## src/rtl/hv_ang_samp_ctrl.sv

```systemverilog
// Round-robin sequencer for the shared analog read-back path (cap trim VBN codes, dead-time count).
// Each grant selects one channel, waits out the settle window, captures, acks and leaves a guard cycle.
module hv_ang_samp_ctrl #(
  parameter int CLK_M = 48
) (
  input  logic       i_clk,
  input  logic       i_rst_n,
  input  logic       i_req_cap,
  input  logic       i_req_del,
  input  logic [3:0] i_off_vbn_read,
  input  logic [3:0] i_on_vbn_read,
  input  logic [5:0] i_cnt_del_read,
  output logic       o_sel_cap,
  output logic       o_sel_del,
  output logic       o_busy,
  output logic       o_ack_cap,
  output logic       o_ack_del,
  output logic [7:0] o_cap_trim_code_read,
  output logic [5:0] o_cnt_del_read
);

  localparam int SAMP_CYC_NUM = (2001 * CLK_M + 999) / 1000;
  localparam int CNT_W        = $clog2(SAMP_CYC_NUM + 1);
  localparam logic [CNT_W-1:0] CNT_LAST = CNT_W'(SAMP_CYC_NUM - 1);

  typedef enum logic [1:0] {
    ST_IDLE    = 2'd0,
    ST_SETTLE  = 2'd1,
    ST_CAPTURE = 2'd2,
    ST_GUARD   = 2'd3
  } state_t;

  state_t           state_reg, state_next;
  logic [CNT_W-1:0] cnt_reg, cnt_next;
  logic             last_del_reg, last_del_next;
  logic             sel_cap_reg, sel_cap_next;
  logic             sel_del_reg, sel_del_next;
  logic             busy_reg, busy_next;
  logic             ack_cap_reg, ack_cap_next;
  logic             ack_del_reg, ack_del_next;
  logic [7:0]       cap_data_reg, cap_data_next;
  logic [5:0]       del_data_reg, del_data_next;
  logic             granted_req;
  logic             sel_active;

  // last_del_reg doubles as the identity of the channel currently being served.
  assign granted_req = last_del_reg ? i_req_del : i_req_cap;

  always_comb begin
    state_next    = state_reg;
    cnt_next      = cnt_reg;
    last_del_next = last_del_reg;
    cap_data_next = cap_data_reg;
    del_data_next = del_data_reg;
    ack_cap_next  = 1'b0;
    ack_del_next  = 1'b0;

    case (state_reg)
      ST_IDLE: begin
        if (i_req_cap || i_req_del) begin
          state_next    = ST_SETTLE;
          cnt_next      = '0;
          // DEL wins only if CAP is absent or CAP was served last.
          last_del_next = i_req_del && (!i_req_cap || !last_del_reg);
        end
      end
      ST_SETTLE: begin
        if (!granted_req) begin
          state_next = ST_GUARD;
        end else if (cnt_reg == CNT_LAST) begin
          state_next = ST_CAPTURE;
        end else begin
          cnt_next = cnt_reg + CNT_W'(1);
        end
      end
      ST_CAPTURE: begin
        state_next = ST_GUARD;
        if (granted_req) begin
          if (last_del_reg) begin
            ack_del_next  = 1'b1;
            del_data_next = i_cnt_del_read;
          end else begin
            ack_cap_next  = 1'b1;
            cap_data_next = {i_off_vbn_read, i_on_vbn_read};
          end
        end
      end
      ST_GUARD: begin
        state_next = ST_IDLE;
      end
      default: begin
        state_next = ST_IDLE;
      end
    endcase

    // Outputs are registered from the next state so they line up with the state they describe.
    sel_active   = (state_next == ST_SETTLE) || (state_next == ST_CAPTURE);
    sel_cap_next = sel_active && !last_del_next;
    sel_del_next = sel_active && last_del_next;
    busy_next    = (state_next != ST_IDLE);
  end

  always_ff @(posedge i_clk) begin
    if (!i_rst_n) begin
      state_reg    <= ST_IDLE;
      cnt_reg      <= '0;
      last_del_reg <= 1'b1;
      sel_cap_reg  <= 1'b0;
      sel_del_reg  <= 1'b0;
      busy_reg     <= 1'b0;
      ack_cap_reg  <= 1'b0;
      ack_del_reg  <= 1'b0;
      cap_data_reg <= '0;
      del_data_reg <= '0;
    end else begin
      state_reg    <= state_next;
      cnt_reg      <= cnt_next;
      last_del_reg <= last_del_next;
      sel_cap_reg  <= sel_cap_next;
      sel_del_reg  <= sel_del_next;
      busy_reg     <= busy_next;
      ack_cap_reg  <= ack_cap_next;
      ack_del_reg  <= ack_del_next;
      cap_data_reg <= cap_data_next;
      del_data_reg <= del_data_next;
    end
  end

  assign o_sel_cap            = sel_cap_reg;
  assign o_sel_del            = sel_del_reg;
  assign o_busy               = busy_reg;
  assign o_ack_cap            = ack_cap_reg;
  assign o_ack_del            = ack_del_reg;
  assign o_cap_trim_code_read = cap_data_reg;
  assign o_cnt_del_read       = del_data_reg;

endmodule
```

## config.mk

```make
export PLATFORM = sky130hd
export DESIGN_NAME = hv_ang_samp_ctrl
export DESIGN_NICKNAME = d
export VERILOG_FILES = /design/src/rtl/hv_ang_samp_ctrl.sv
export SDC_FILE = /design/constraint.sdc
export NUM_CORES = 1
export LEC_CHECK = 0
export ABC_AREA = 1
export CORE_ASPECT_RATIO = 0.9
export CORE_MARGIN = 10
export CORE_UTILIZATION = 42
export CTS_BUF_LIST = sky130_fd_sc_hd__clkbuf_4 sky130_fd_sc_hd__clkbuf_8 sky130_fd_sc_hd__clkbuf_16
export CTS_CLUSTER_SIZE = 28
export DETAILED_ROUTE_END_ITERATION = 8
export PLACE_DENSITY = 0.75
export SLEW_MARGIN = 5
export SYNTH_ARGS = -nofsm -noshare
export SYNTH_HDL_FRONTEND = slang
export SYNTH_SLANG_ARGS = --single-unit
```

## constraint.sdc

```tcl
create_clock -name i_clk -period 1.51 [get_ports i_clk]
set_input_delay 0.151 -clock i_clk [delete_from_list [all_inputs] [get_ports i_clk]]
set_output_delay 0.151 -clock i_clk [all_outputs]
set_load 0.01 [all_outputs]
```

==> run_results.csv, run 1 <==
group,metric,value,unit
outcome,status,"finished clean",
routing,m1WireLength,1511,microns
yosys,synth_top_family_by_area,"simple AND/OR/NAND/NOR gates",
clock_tree,cts_tree,"yes",
routing,wl,3209,microns
power_and_ir_drop,leakage,0.7656,nW
timing,min_period,1429,ps
timing,tns,0,ps
yosys,synth_top_cell_area_share,44.49,%
clock_tree,cts_buffers,5,
timing,slew_viol_final,0,
min_path,hold_class,"in -> reg",
routing,wl_per_cell,11.80,microns
power_and_ir_drop,swShare,25.17,%
power_and_ir_drop,intPower,1.344,mW
yosys,yosys_warnings,0,
routing,drtPass1Iterations,4,
yosys,synth-seq-cells,29,
yosys,synthXorXnorAreaFrac,0.6711,%
cells_and_area,fillers,280,
yosys,netlist_instances,176,
clock_tree,clk_pin_slew,100,ps
power_and_ir_drop,combPwrFrac,17.1,%
timing,max_freq,699.8,MHz
cells_and_area,drive_gt1_share,22.17,%
die,die_h,72.88,microns
yosys,synthesis.area,1305,sq um
worst_setup_path,cp-start-kind,"register",
routing,first_iter_violations,60,
routing,met3RoutedLength,201,microns
yosys,synth-simple-area-share,32.31,%
timing,hold_viol,0,
power_and_ir_drop,seqPwrFrac,45.3,%
cells_and_area,largest_reg_flops,8,
place,gp_congestion,0.7918,
routing,via_per_inst,4.651,
global_routing,grt_antenna_before_repair,0,
yosys,synthAdderAreaFrac,2.876,%
yosys,synth_compound_area_share,12.37,%
global_routing,grt_usage,11.35,%
yosys,syn-mean-instance-area,7.415,sq um
die,core-area,3019,sq um
yosys,synthDistinctLibCells,26,
worst_setup_path,crit_required,1720,ps
timing,worst_pin_slew,405.1,ps
routing,top_layer,"met4",
yosys,synthTopCellsByArea,"dfxtp_1, nor2_1, nand2_1, o21ai_0, inv_1",
clock_tree,cts_hold_buf,0,
timing,finalSetupViolCount,0,
power_and_ir_drop,worst_ir_drop_vdd,0.5281,mV
cells_and_area,diodes,0,
clock_tree,cts_max_level,2,
power_and_ir_drop,power.switching,452.3,uW
timing,slew_headroom,72.96,%
place,dpl_cell_area,1788,sq um
die,die_area,5740,sq um
worst_setup_path,crit_type,"reg -> reg",
timing,skew,11.52,ps
routing,ant_nets,0,
global_routing,grt_max_degree,18,
cells_and_area,nets,250,
power_and_ir_drop,power_density,934.9,nW/um^2
yosys,yosysSeqAreaShare,44.49,%
global_routing,overflow,0,
routing,drc,0,
timing,rsz0062_at_grt,"yes",
cells_and_area,area_delta_synth_final,47.27,%
place,dp_hpwl,2392,microns
power_and_ir_drop,clkPwrFrac,37.6,%
yosys,synthesis.nets,197,
timing,fin_crit_sh,94.63,%
clock_tree,clock_sinks,29,
clock_tree,insertion_delay,330,ps
worst_setup_path,worst-path-max-fanout,3,
cells_and_area,final_design_area_no_fill,1922,sq um
die,rows,19,
worst_setup_path,crit_arrival,1640,ps
clock_tree,root_buffer,"clkbuf_4",
place,portBuffers,36,
global_routing,grt_pass1_vias,1248,
global_routing,grt_pass1_wl,5237,microns
worst_setup_path,crit_path_end_kind,"register",
die,ios,37,
yosys,synthMuxAreaShare,0,%
routing,vias,1265,
routing,dr_wl_met2,1441,microns
die,fp.dieW,78.76,microns
die,initial_core_util,43.22,%
yosys,yosys.area.top_type,"dfxtp_1",
clock_tree,clockBufferDepth,2,
job,max-cap-violations,0,
==> stage by stage <==
step / utilization [%] / total power, mW / hold WS, ps / std cells / worst slack, ps
2_1_floorplan: - / 0.9713 / 240.2 / 176 / 32.16
3_3_place_gp: 59.22 / 1.117 / 461.0 / 262 / -137.7
3_5_place_dp: 59.22 / 1.119 / 474.7 / 262 / -178.2
4_1_cts: 62.70 / 1.795 / 418.3 / 271 / 8.527
5_1_grt: 63.66 / 1.874 / 410.3 / 272 / -17.94
6_report: 63.66 / 1.797 / 429.2 / 272 / 81.07
==> routing by layer <==
metal  track usage, %  up-vias
li1                 -      671
met1            12.98      562
met2            17.79       27
met5                0        -
met4            5.964        0
met3            4.680        5
==> cells by family after synthesis <==
logic type / count (synthesis)
compound gates: 27
xor+xnor: 1
fa+ha+maj: 3
buf+inv: 23
flops: 29
simple gates: 93
==> critical path: stages, from the launching register on <==
cell	delay (ps)
dfxtp_2	340
inv_2	50
ha_4	150
nand2_2	60
inv_2	40
nand3_2	80
nand2_2	70
a21oi_2	170
ha_1	260
inv_2	70
nor3_2	30
==> timing repair <==
action	in CTS	in global routing
setup endpoints to repair	1	3
buffers inserted	1	1
gates resized for setup	5	7
pin swaps	1	6
==> power by group through the flow <==
stage,Combinational (mW),Clock [mW],Sequential (mW)
after CTS,0.294,0.686,0.814
final,0.307,0.676,0.814
after detailed placement,0.288,0,0.831
after global routing,0.336,0.720,0.818
after global placement,0.288,0,0.830
after floorplan,0.132,0,0.839
==> layout by cell type (no fill, tap or decap), drive strengths merged <==
| cell | synthesis | layout |
|---|---|---|
| a21boi | 1 | 1 |
| a21oi | 9 | 9 |
| a31o | 1 | 1 |
| buf | 2 | 14 |
| bufinv | 0 | 1 |
| clkbuf | 2 | 6 |
| clkdlybuf4s50 | 0 | 36 |
| clkinvlp | 0 | 1 |
| dfxtp | 29 | 29 |
| ha | 3 | 3 |
| inv | 19 | 19 |
| nand2 | 28 | 28 |
| nand3 | 11 | 11 |
| nand4 | 4 | 4 |
| nor2 | 47 | 47 |
| nor3 | 3 | 3 |
| o21a | 1 | 1 |
| o21ai | 14 | 14 |
| o31ai | 1 | 1 |
| xnor2 | 1 | 1 |
==> cell type report <==
| type | instances | area (sq um) | area share, % |
|---|---|---|---|
| Multi-Input combinational cell | 124 | 660.6 | 34.38 |
| Sequential cell | 29 | 583.1 | 30.34 |
| Timing Repair Buffer | 50 | 465.4 | 24.22 |
| Inverter | 19 | 71.32 | 3.711 |
| Tap cell | 42 | 52.55 | 2.734 |
| Clock buffer | 6 | 51.30 | 2.669 |
| Clock inverter | 2 | 37.54 | 1.953 |
==> cells in the mapped netlist (all sizes together) <==
master,n
inv,19
xnor2,1
buf,2
nand2,28
nand3,11
clkbuf,2
o21ai,14
a21boi,1
a21oi,9
nor2,47
nand4,4
a31o,1
nor3,3
ha,3
dfxtp,29
o21a,1
o31ai,1
==> final timing paths <==
kind	start	endpoint	slack, ps	depth (start not counted)
max	cnt_reg[0]	o_sel_del	80	10
min	i_off_vbn_read[0]	o_cap_trim_code_read[4]	430	3
max reg2reg	cnt_reg[0]	o_sel_del	80	10
min reg2reg	o_cap_trim_code_read[0]	o_cap_trim_code_read[0]	490	2
Power figures use the tool's default switching activity.
==> inputs of run 2 (changes only) <==
--- a/config.mk
+++ b/config.mk
@@ -6,7 +6,7 @@
 export NUM_CORES = 1
 export LEC_CHECK = 0
 export ABC_AREA = 1
-export CORE_ASPECT_RATIO = 0.9
+export CORE_ASPECT_RATIO = 1.5
 export CORE_MARGIN = 10
 export CORE_UTILIZATION = 42
 export CTS_BUF_LIST = sky130_fd_sc_hd__clkbuf_4 sky130_fd_sc_hd__clkbuf_8 sky130_fd_sc_hd__clkbuf_16
==> constraint.sdc (replaced) <==
create_clock -name i_clk -period 1.3 [get_ports i_clk]
set_input_delay 0.13 -clock i_clk [delete_from_list [all_inputs] [get_ports i_clk]]
set_output_delay 0.13 -clock i_clk [all_outputs]
set_load 0.01 [all_outputs]
==> run 2 against run 1 <==
The flow now finishes with violations (setup timing); clock skew decreased by 6.8 ps; hold slack lost 100 ps; sequential cell count unchanged; largest cell class unchanged.
==> run_results.csv, run 2 (same netlist as run 1, synthesis figures left out) <==
group,metric,value,unit
outcome,status,"finished, violations left",
outcome,violations,"setup timing",
job,max-cap-violations,0,
die,core-area,2943,sq um
cells_and_area,multi_input_area,787.0,sq um
worst_setup_path,crit_chain,"inv_2 > ha_4 > nand2_4 > inv_4 > nand3_4 > nand2_4 > buf_6 > nand2_8 > nand2_8 > nand2_2 > a21oi_2",
timing,rsz0062_at_grt,"yes",
cells_and_area,nets,258,
routing,wl,3948,microns
die,die_h,88.27,microns
timing,fin_ws,-119.9,ps
worst_setup_path,crit_path_end_kind,"register",
clock_tree,clockBufferDepth,2,
routing,wl_per_cell,14.30,microns
worst_setup_path,cpPeakStageDelay,320,ps
place,gp_congestion,0.9173,
cells_and_area,largest_reg_flops,8,
global_routing,use_met1,12.44,%
clock_tree,cts_tree,"yes",
worst_setup_path,cp_top_family,"simple AND/OR/NAND/NOR gates",
power_and_ir_drop,power_density,1001,nW/um^2
die,ios,37,
cells_and_area,diodes,0,
timing,slew_headroom,77.86,%
worst_setup_path,cp-start-kind,"register",
timing,min_period,1420,ps
clock_tree,cts_hold_buf,0,
timing,max_freq,704.3,MHz
routing,first_iter_violations,95,
power_and_ir_drop,worst_ir_drop_vdd,0.8710,mV
timing,finalSetupViolCount,9,
cells_and_area,post-route-util,72.75,%
global_routing,grt_antenna_before_repair,0,
global_routing,overflow,0,
global_routing,use_met2,24.31,%
clock_tree,clk_pin_slew,60,ps
worst_setup_path,crit_arrival,1620,ps
timing,skew,4.701,ps
timing,slew_viol_final,0,
worst_setup_path,crit_required,1500,ps
global_routing,grt_max_degree,18,
global_routing,grt_usage,13.22,%
worst_setup_path,crit_slowest_cell,"dfxtp_2",
clock_tree,clock_sinks,29,
die,initial_core_util,44.35,%
routing,ant_nets,0,
routing,vias,1385,
clock_tree,cts_buffers,5,
worst_setup_path,crit_type,"reg -> reg",
place,portBuffers,36,
timing,worst_pin_slew,331.7,ps
routing,via_per_inst,5.018,
clock_tree,insertion_delay,270,ps
clock_tree,root_buffer,"clkbuf_8",
cells_and_area,fillers,223,
global_routing,globalRouteMet3Util,5.570,%
cells_and_area,area_delta_synth_final,64.05,%
cells_and_area,final_design_area_no_fill,2141,sq um
cells_and_area,final_cells,276,
cells_and_area,mostFrequentLayoutCell,"nor2_1",
cells_and_area,most-common-layout-cells,"nor2_1, dfxtp_1, clkdlybuf4s50_1, buf_4, nand2_1",
power_and_ir_drop,p_total,2.143,mW
place,pre_cts_ws,-374.4,ps
global_routing,grt_pass1_vias,1392,
routing,drtPass1Iterations,4,
worst_setup_path,path_buf_inv,3,
die,rows,24,
routing,drc,0,
global_routing,grt_pass1_wl,6072,microns
power_and_ir_drop,leakage,1.014,nW
timing,hold_viol,0,
global_routing,grt_busiest_layer,"met2",
clock_tree,cts_max_level,2,
place,placed_cells,265,
min_path,hold_class,"in -> reg",
timing,fin_crit_sh,109.2,%
cells_and_area,drive_gt1_share,32.07,%
die,fp.dieW,65.51,microns
place,dpl_cell_area,1834,sq um
die,die_area,5783,sq um
worst_setup_path,worst-path-max-fanout,7,
cells_and_area,seq_area,585.6,sq um
place,dp_hpwl,2821,microns
-- run 2: changes by cell type in the layout (fill, tap and decap cells not counted), sizes merged --
| cell | previous run | this run |
|---|---|---|
| clkdlybuf4s50 | 36 | 24 |
| bufinv | 1 | 0 |
| clkbuf | 6 | 7 |
| dlygate4sd2 | 0 | 5 |
| dlymetal6s2s | 0 | 7 |
| clkinvlp | 1 | 0 |
| buf | 14 | 22 |
-- run 2: power by group --
part / leakage [nW] / internal, mW / switching [mW]
registers: 0.236 / 0.925 / 0.0228
clock network: 0.0477 / 0.439 / 0.304
logic: 0.730 / 0.222 / 0.229
-- run 2: worst reg2reg max path: cells and delay by family, from the launching register on --
family | cells | cell delay (ps)
AND/OR/NAND/NOR | 6 | 510
flip-flops | 1 | 320
buffers and inverters | 3 | 250
adder cells (fa/ha/maj) | 1 | 140
AO/OA/AOI/OAI | 1 | 130
-- run 2: final cells by class --
type	count	share of cell area (%)
flip-flops and latches	29	27.35
clock buffers	7	4.208
well taps	39	2.279
multi-input cells	124	36.76
repair buffers	58	25.95
inverters	19	3.448
-- run 2: per-stage QoR --
stage / hold WS, ps / setup TNS (ps)
final: 326.3 / -830.3
after global routing: 321.5 / -1502
after CTS: 481.2 / -422.2
after detailed placement: 477.7 / -5044
after global placement: 460.9 / -3146
after floorplan: 219.2 / -202.0
-- run 2: final timing paths --
path	from	end	slack, ps	depth (start not counted)
setup / recovery	cnt_reg[0]	cnt_reg[1]	-120	11
hold / removal	i_req_cap	o_sel_del	330	3
hold reg to reg	o_cap_trim_code_read[0]	o_cap_trim_code_read[0]	480	2
setup reg to reg	cnt_reg[0]	cnt_reg[1]	-120	11
-- run 2: routing by layer --
metal	routed length [microns]	vias to the layer above
met2	2031	52
met4	110	0
li1	-	684
met3	271	11
met1	1535	638
met5	0	-
-- run 2: what timing repair did --
item | 4_1_cts | 5_1_grt
gates resized for setup | 13 | 40
setup endpoints to repair | 15 | 31
setup buffers | 3 | 3
pin swaps | 4 | 17
